`config.mk`:
```
export PLATFORM = sky130hd
export DESIGN_NAME = bcd_display_formatter
export DESIGN_NICKNAME = d
export VERILOG_FILES = /design/src/rtl/bcd_display_formatter.sv
export SDC_FILE = /design/constraint.sdc
export NUM_CORES = 1
export LEC_CHECK = 0
export BUFFER_PORTS_ARGS = -buffer_cell sky130_fd_sc_hd__buf_2
export CAP_MARGIN = 20
export CORE_UTILIZATION = 60
export CTS_CLUSTER_DIAMETER = 120
export DETAILED_ROUTE_END_ITERATION = 8
export PLACE_DENSITY = 0.84
export SETUP_SLACK_MARGIN = 0.15
export SKIP_LAST_GASP = 1
export SLEW_MARGIN = 10
export SYNTH_ARGS = -nofsm -noshare
export SYNTH_HDL_FRONTEND = slang
export SYNTH_SLANG_ARGS = --single-unit
export TNS_END_PERCENT = 10
```
`constraint.sdc`:
```
create_clock -name clk -period 4.5 [get_ports clk]
set_input_delay 0.45 -clock clk [delete_from_list [all_inputs] [get_ports clk]]
set_output_delay 0.45 -clock clk [all_outputs]
set_load 0.01 [all_outputs]
```
`src/rtl/bcd_display_formatter.sv`:
```
// Sequential double-dabble binary-to-BCD converter with leading-zero blanking
// and minus-sign placement for the 7-segment display mux.
module bcd_display_formatter #(
  parameter int WIDTH  = 16,
  parameter int DIGITS = 5
) (
  input  logic                  clk,
  input  logic                  rst,
  input  logic [WIDTH-1:0]      value_i,
  input  logic                  neg_i,
  output logic [4*DIGITS-1:0]   bcd_o,
  output logic [DIGITS-1:0]     blank_o,
  output logic [DIGITS-1:0]     minus_o,
  output logic                  sign_ovf_o,
  output logic                  busy_o,
  output logic                  done_o
);

  localparam int CW = $clog2(WIDTH + 1);

  typedef enum logic [1:0] {
    IDLE  = 2'd0,
    SHIFT = 2'd1,
    DONE  = 2'd2
  } state_t;

  state_t              state_q;
  logic [WIDTH-1:0]    snap_value_q;
  logic                snap_neg_q;
  logic [WIDTH-1:0]    shift_q;
  logic [4*DIGITS-1:0] scratch_q;
  logic [CW-1:0]       count_q;
  logic [4*DIGITS-1:0] bcd_q;
  logic [DIGITS-1:0]   blank_q;
  logic [DIGITS-1:0]   minus_q;
  logic                sign_ovf_q;
  logic                busy_q;
  logic                done_q;

  logic [4*DIGITS-1:0] adj_d;
  logic [4*DIGITS-1:0] scratch_d;
  logic [DIGITS-1:0]   blank_d;
  logic [DIGITS-1:0]   minus_d;
  logic                sign_ovf_d;
  logic                zero_above;
  int                  msd;

  // Add-3 correction on every nibble >= 5, then shift the next binary bit in.
  // NOTE: every variable assigned in always_comb gets a default first so no
  // path leaves it unassigned; otherwise synthesis infers a latch.
  always_comb begin
    adj_d = scratch_q;
    for (int i = 0; i < DIGITS; i++) begin
      if (scratch_q[4*i +: 4] >= 4'd5) adj_d[4*i +: 4] = scratch_q[4*i +: 4] + 4'd3;
    end
    scratch_d = (adj_d << 1) | {{(4*DIGITS-1){1'b0}}, shift_q[WIDTH-1]};
  end

  // Unblanked digits are contiguous from digit 0, so the highest one is the MSD.
  always_comb begin
    zero_above = 1'b1;
    blank_d    = '0;
    minus_d    = '0;
    msd        = 0;
    for (int i = DIGITS - 1; i >= 0; i--) begin
      zero_above = zero_above & (scratch_q[4*i +: 4] == 4'd0);
      blank_d[i] = (i > 0) && zero_above;
    end
    for (int i = 0; i < DIGITS; i++) begin
      if (!blank_d[i]) msd = i;
    end
    for (int i = 0; i < DIGITS; i++) begin
      minus_d[i] = snap_neg_q && (i == msd + 1);
    end
    sign_ovf_d = snap_neg_q && (msd == DIGITS - 1);
  end

  // NOTE: sequential state uses non-blocking assignments only, so every
  // register samples the pre-edge values regardless of statement order.
  always_ff @(posedge clk) begin
    if (rst) begin
      state_q      <= IDLE;
      snap_value_q <= '0;
      snap_neg_q   <= 1'b0;
      shift_q      <= '0;
      scratch_q    <= '0;
      count_q      <= '0;
      bcd_q        <= '0;
      blank_q      <= {{(DIGITS-1){1'b1}}, 1'b0};
      minus_q      <= '0;
      sign_ovf_q   <= 1'b0;
      busy_q       <= 1'b0;
      done_q       <= 1'b0;
    end else begin
      done_q <= 1'b0;
      case (state_q)
        IDLE: begin
          if ({neg_i, value_i} != {snap_neg_q, snap_value_q}) begin
            snap_value_q <= value_i;
            snap_neg_q   <= neg_i;
            shift_q      <= value_i;
            scratch_q    <= '0;
            count_q      <= CW'(WIDTH);
            busy_q       <= 1'b1;
            state_q      <= SHIFT;
          end
        end
        SHIFT: begin
          scratch_q <= scratch_d;
          shift_q   <= {shift_q[WIDTH-2:0], 1'b0};
          count_q   <= count_q - 1'b1;
          if (count_q == CW'(1)) state_q <= DONE;
        end
        DONE: begin
          bcd_q      <= scratch_q;
          blank_q    <= blank_d;
          minus_q    <= minus_d;
          sign_ovf_q <= sign_ovf_d;
          done_q     <= 1'b1;
          busy_q     <= 1'b0;
          state_q    <= IDLE;
        end
        default: state_q <= IDLE;
      endcase
    end
  end

  assign bcd_o      = bcd_q;
  assign blank_o    = blank_q;
  assign minus_o    = minus_q;
  assign sign_ovf_o = sign_ovf_q;
  assign busy_o     = busy_q;
  assign done_o     = done_q;

endmodule
```
# [Word level (Yosys, flattened, before mapping)]
# Index checks and enable logic that the tools add are counted.
[classes] add_sub_neg=7 order_cmp=5 n_eq_ne=11 mux=21 n_bitwise=4 reduce_logical=18
[ops] cell="3-bit by 32-bit equality test with 1-bit output (first input constant)" count=2
[ops] cell="32-bit two-way mux" count=2
[ops] cell="20-bit case mux with 2 select lines" count=1
[ops] cell="32-bit by 2-bit adder with 32-bit output (second input constant)" count=1
[ops] cell="2-bit by 32-bit equality test with 1-bit output (first input constant)" count=1
[ops] cell="32-bit by 4-bit equality test with 1-bit output (second input constant)" count=1
[ops] cell="4-bit by 32-bit equality test with 1-bit output (first input constant)" count=1
[ops] cell="32-bit zero test" count=1
[ops] cell="16-bit case mux with 2 select lines" count=1
[ops] cell="4-bit by 3-bit >= comparator with 1-bit output (second input constant)" count=5
[ops] cell="20-bit two-way mux" count=1
[ops] cell="20-bit by 1-bit OR with 20-bit output" count=1
[ops] cell="17-bit != test" count=1
[ops] cell="4-bit by 2-bit adder with 4-bit output (second input constant)" count=4
[ops] cell="4-bit zero test" count=4
[ops] cell="16-bit two-way mux" count=1
[ops] cell="4-bit two-way mux" count=4
[ops] cell="5-bit case mux with 2 select lines" count=1
[ops] cell="2-bit AND reduction" count=4
[ops] cell="1-bit logical AND" count=6
[ops] cell="2-bit two-way mux" count=3
[ops] cell="5-bit by 1-bit equality test with 1-bit output (second input constant)" count=1
[ops] cell="5-bit two-way mux" count=1
[ops] cell="5-bit by 1-bit subtractor with 5-bit output (second input constant)" count=1
[ops] cell="other kinds (11)" count=17
[word_totals] regBits=92 in_bits=19

# [Longest topological paths before layout]
[logic_depth] word_depth=11 ltp_mapped=8

# [Worst setup path before layout]
# Ideal clock, no wire load.
[synth_path] kind="register -> register" from="register scratch_q[16]" to="register blank_q[1] (netlist: blank_o[1])" setup_time_ps=84 arrival_ps=2248 path_slack_ps=2168 stages_incl_launch_ff=7 path_buffers=0 path_cell_list="dfxtp_1 -> inv_1 -> ha_1 -> or3b_4 -> or4b_4 -> or4b_4 -> o31ai_2"
[synth_via] elab_chain_len=4
[synth_lines] element="start: declaration" line_no="31" text="logic [4*DIGITS-1:0] scratch_q;"
[synth_lines] element="start signal: assignment" line_no="109" text="scratch_q <= scratch_d;"
[synth_lines] element="4-bit zero test" line_no="66" text="zero_above = zero_above & (scratch_q[4*i +: 4] == 4'd0);"
[synth_lines] element="1-bit AND (3 in a row)" line_no="66"
[synth_lines] element="end signal: assignment" line_no="89" text="blank_q <= {{(DIGITS-1){1'b1}}, 1'b0};"
[synth_lines] element="end signal: assignment" line_no="116" text="blank_q <= blank_d;"
[synth_lines] element="end: declaration" line_no="34" text="logic [DIGITS-1:0] blank_q;"
# Every way passes these cells.
# A chain may end at the register's enable or synchronous reset.

# [Worst setup path in the final report]
[layout_path] from="register snap_value_q[5]" to="register scratch_q[2]"
[layout_via] elab_chain_len=3
[layout_lines] element="start: declaration" line_no="28" text="logic [WIDTH-1:0] snap_value_q;"
[layout_lines] element="start signal: assignment" line_no="99" text="snap_value_q <= value_i;"
[layout_lines] element="17-bit != test" line_no="98" text="if ({neg_i, value_i} != {snap_neg_q, snap_value_q}) begin"
[layout_lines] element="2-bit != test (no source line)"
[layout_lines] element="2-bit AND reduction (no source line)"
# Every way passes these cells.

==> flow_summary_export.csv <==
group,metric,value,unit
outcome,status,"complete, no violations",
synthesis,yosys.cell_count.top_type,"nand2_1",
route,vias,4382,
route,via_per_inst,6.22,
route,ant_nets,0,
synthesis,synth_largest_area_cell,"dfxtp_1",
floorplanning,initial_core_util,63.5,%
pwr,power_frac_comb,14.0,%
place,dpl-instance-area,0.00497,mm2
cts,cts.sinks,92,
sta,drv_slew,0,
floorplanning,rows,31,
global_routing,antenna_found_initial,0,
cts,root_buffer,"clkbuf_8",
route,drt_iter0_drc,421,
setup_path,crit_required,4.80,ns
floorplanning,die_area,0.00819,mm2
synthesis,yosys.cell_types.count,51,
global_routing,grt_pass1_wl,19000,um
sta,fin_worst_skew,0.0104,ns
place,routabilityCongestion,0.841,
cts,cts_buffer_depth,2,
cts,post_cts_resized,0,
finish,seq_area,0.00184,mm2
sta,hold_viol,0,
synthesis,synth-main-ff-cell,"dfxtp_1",
sta,finalCritPeriodShare,59.6,%
pwr,clockPowerShare,34.3,%
finish,multi_input_comb_area,0.00255,mm2
cts,cts_setup_buffers,0,
setup_path,startpoint_type,"flop",
pwr,p_per_area,330,mW/mm2
finish,antennaDiodeCount,0,
synthesis,synthTopCellsByArea,"dfxtp_1 (39%), nand2_1 (10%), ha_1 (3.7%), a21oi_1 (3.5%), mux2i_1 (3.4%)",
route,remaining_drc_errors,0,
route,wl_per_cell,16.0,um
finish,fill_cells,601,
finish,drive_above_1_share,14.2,%
synthesis,synth_seq_cells,92,
pwr,power_frac_seq,51.7,%
synthesis,synthCells,572,
synthesis,synth_edf_count,0,
sta,fmax,0.373,GHz
setup_path,worstPathMaxFanout,18,
sta,timing.setup.tns,0,ns
finish,syn2layout_area_growth,10.2,%
synthesis,syn_area,0.00470,mm2
pwr,worst_ir_drop_vdd,0.175,mV
route,wirelength,11300,um
cts,clk_latency,0.36,ns
sta,setup_violations,0,
pwr,net-switching-power,0.000493,W
place,port_buffers,50,
synthesis,syn-num-nets,605,
synthesis,postSynthAreaPerCell,8.22,um2
route,drt_pass1_iterations,5,
synthesis,ys_top_cells_by_count,"nand2_1 (126), dfxtp_1 (92), clkbuf_1 (35)",
global_routing,grt_max_degree,39,
place,dp_hpwl,7410,um
floorplanning,io_pins,52,
global_routing,grt_overflow,0,
synthesis,async_flop_share,0,%
finish,fin_area,0.00518,mm2
hold_path,hp-class,"input port to flop",
global_routing,grtUsageTotal,28.3,%
pwr,leakage,2.12,nW
setup_path,arrival,2.98,ns
floorplanning,chipWidth,90.5,um
synthesis,ys_warn_count,0,
sta,min_period,2.68,ns
synthesis,synth_top_area_share,39.2,%
global_routing,first_global_vias,4069,
pwr,netSwitchingFraction,28.8,%
floorplanning,die_y,90.5,um
setup_path,cp-end-kind,"flop",
cts,clk_pin_slew_worst_paths,0.09,ns
synthesis,synth_seq_area_share,39.2,%
cts,h-tree-depth,3,
floorplanning,core_area,0.00741,mm2
sta,relSlewSlack,41.8,%
cts,cts_buffers,9,
finish,nets,633,
run,cap_violations,0,
cts,cts_tree,"built",
setup_path,worstSetupPathType,"flop to flop",
pwr,p_int,0.00122,W
sta,rsz0062_at_grt,"no",
cts,postCtsHoldBufs,0,
sta,tightest_slew,0.871,ns
==> power by group through the flow <==
stage,sequential [W],combinational [W],clock (W)
3_5_place_dp,0.000901,0.000231,0
2_1_floorplan,0.000891,0.000176,0
6_report,0.000884,0.000239,0.000587
4_1_cts,0.000883,0.000233,0.000589
3_3_place_gp,0.000899,0.000224,0
5_1_grt,0.000889,0.000261,0.000628
==> cell usage in the layout (no fill, tap or decap), types with 6 or more instances in the layout <==
master / n
nor2b_1: 9
xnor2_1: 18
a21oi_1: 33
inv_1: 32
o21ai_0: 7
buf_2: 50
a31oi_1: 23
nand4_1: 18
o211ai_1: 20
nor2_1: 15
ha_1: 14
mux2i_1: 16
a22o_1: 11
clkbuf_8: 10
a211oi_1: 6
nand2b_1: 7
a311oi_1: 15
buf_4: 12
nand2_1: 126
dfxtp_1: 92
o22ai_1: 16
==> metal layers <==
| metal | share of wire, % | GRT usage [%] |
|---|---|---|
| met5 | 0 | 0 |
| met4 | 2.4 | 12.6 |
| met3 | 6.9 | 4.12 |
| met2 | 45 | 44.8 |
| met1 | 46 | 38.1 |
==> worst paths after layout <==
check	from	end	slack, ns	cells after the start
min reg2reg	bcd_o[0]	bcd_o[0]	0.46	2
max reg2reg	snap_value_q[5]	scratch_q[2]	1.82	6
min	neg_i	snap_neg_q	0.35	3
max	snap_value_q[5]	scratch_q[2]	1.82	6
==> critical path, stage by stage (launching register included) <==
cell       delay, ns
dfxtp_1         0.34
nor2b_1         0.15
a2111oi_4       0.31
buf_4           0.27
and4b_1         0.67
a41o_1          0.65
a22o_1          0.23
==> per-stage QoR <==
stage                     setup slack (ns)  std cells  utilization (%)  power [W]  hold WS [ns]
after CTS                             1.87        703             69.9    0.00170         0.342
after global placement                1.77        687             67.0    0.00112         0.437
after detailed placement              1.71        687             67.0    0.00113         0.445
after floorplan                       2.17        572                -    0.00107         0.443
final                                 1.82        704             70.0    0.00171         0.350
after global routing                  1.66        704             70.0    0.00178         0.362
==> sequential cells by signal, summed over array words and instances (netlist names) <==
register	flops
busy_o	1
bcd_o	20
snap_value_q	16
minus_o	5
snap_neg_q	1
done_o	1
state_q	2
count_q	5
scratch_q	20
sign_ovf_o	1
blank_o	4
shift_q	16
==> logic make-up after synthesis <==
family / synth area share (%)
simple gates: 19.9
compound gates: 23.2
flops: 39.2
buf+inv: 6.63
xor+xnor: 3.91
mux: 3.41
fa+ha+maj: 3.73
other cells: 0.0798
==> final cells by class <==
class                           instances  area share [%]
Tap cell                               99            2.39
Multi-Input combinational cell        403            49.2
Clock buffer                           10            2.66
Sequential cell                        92            35.5
Timing Repair Buffer                   62            6.57
Clock inverter                          6            1.38
Inverter                               32            2.32
Note: power is estimated with default switching activity, not from simulation.
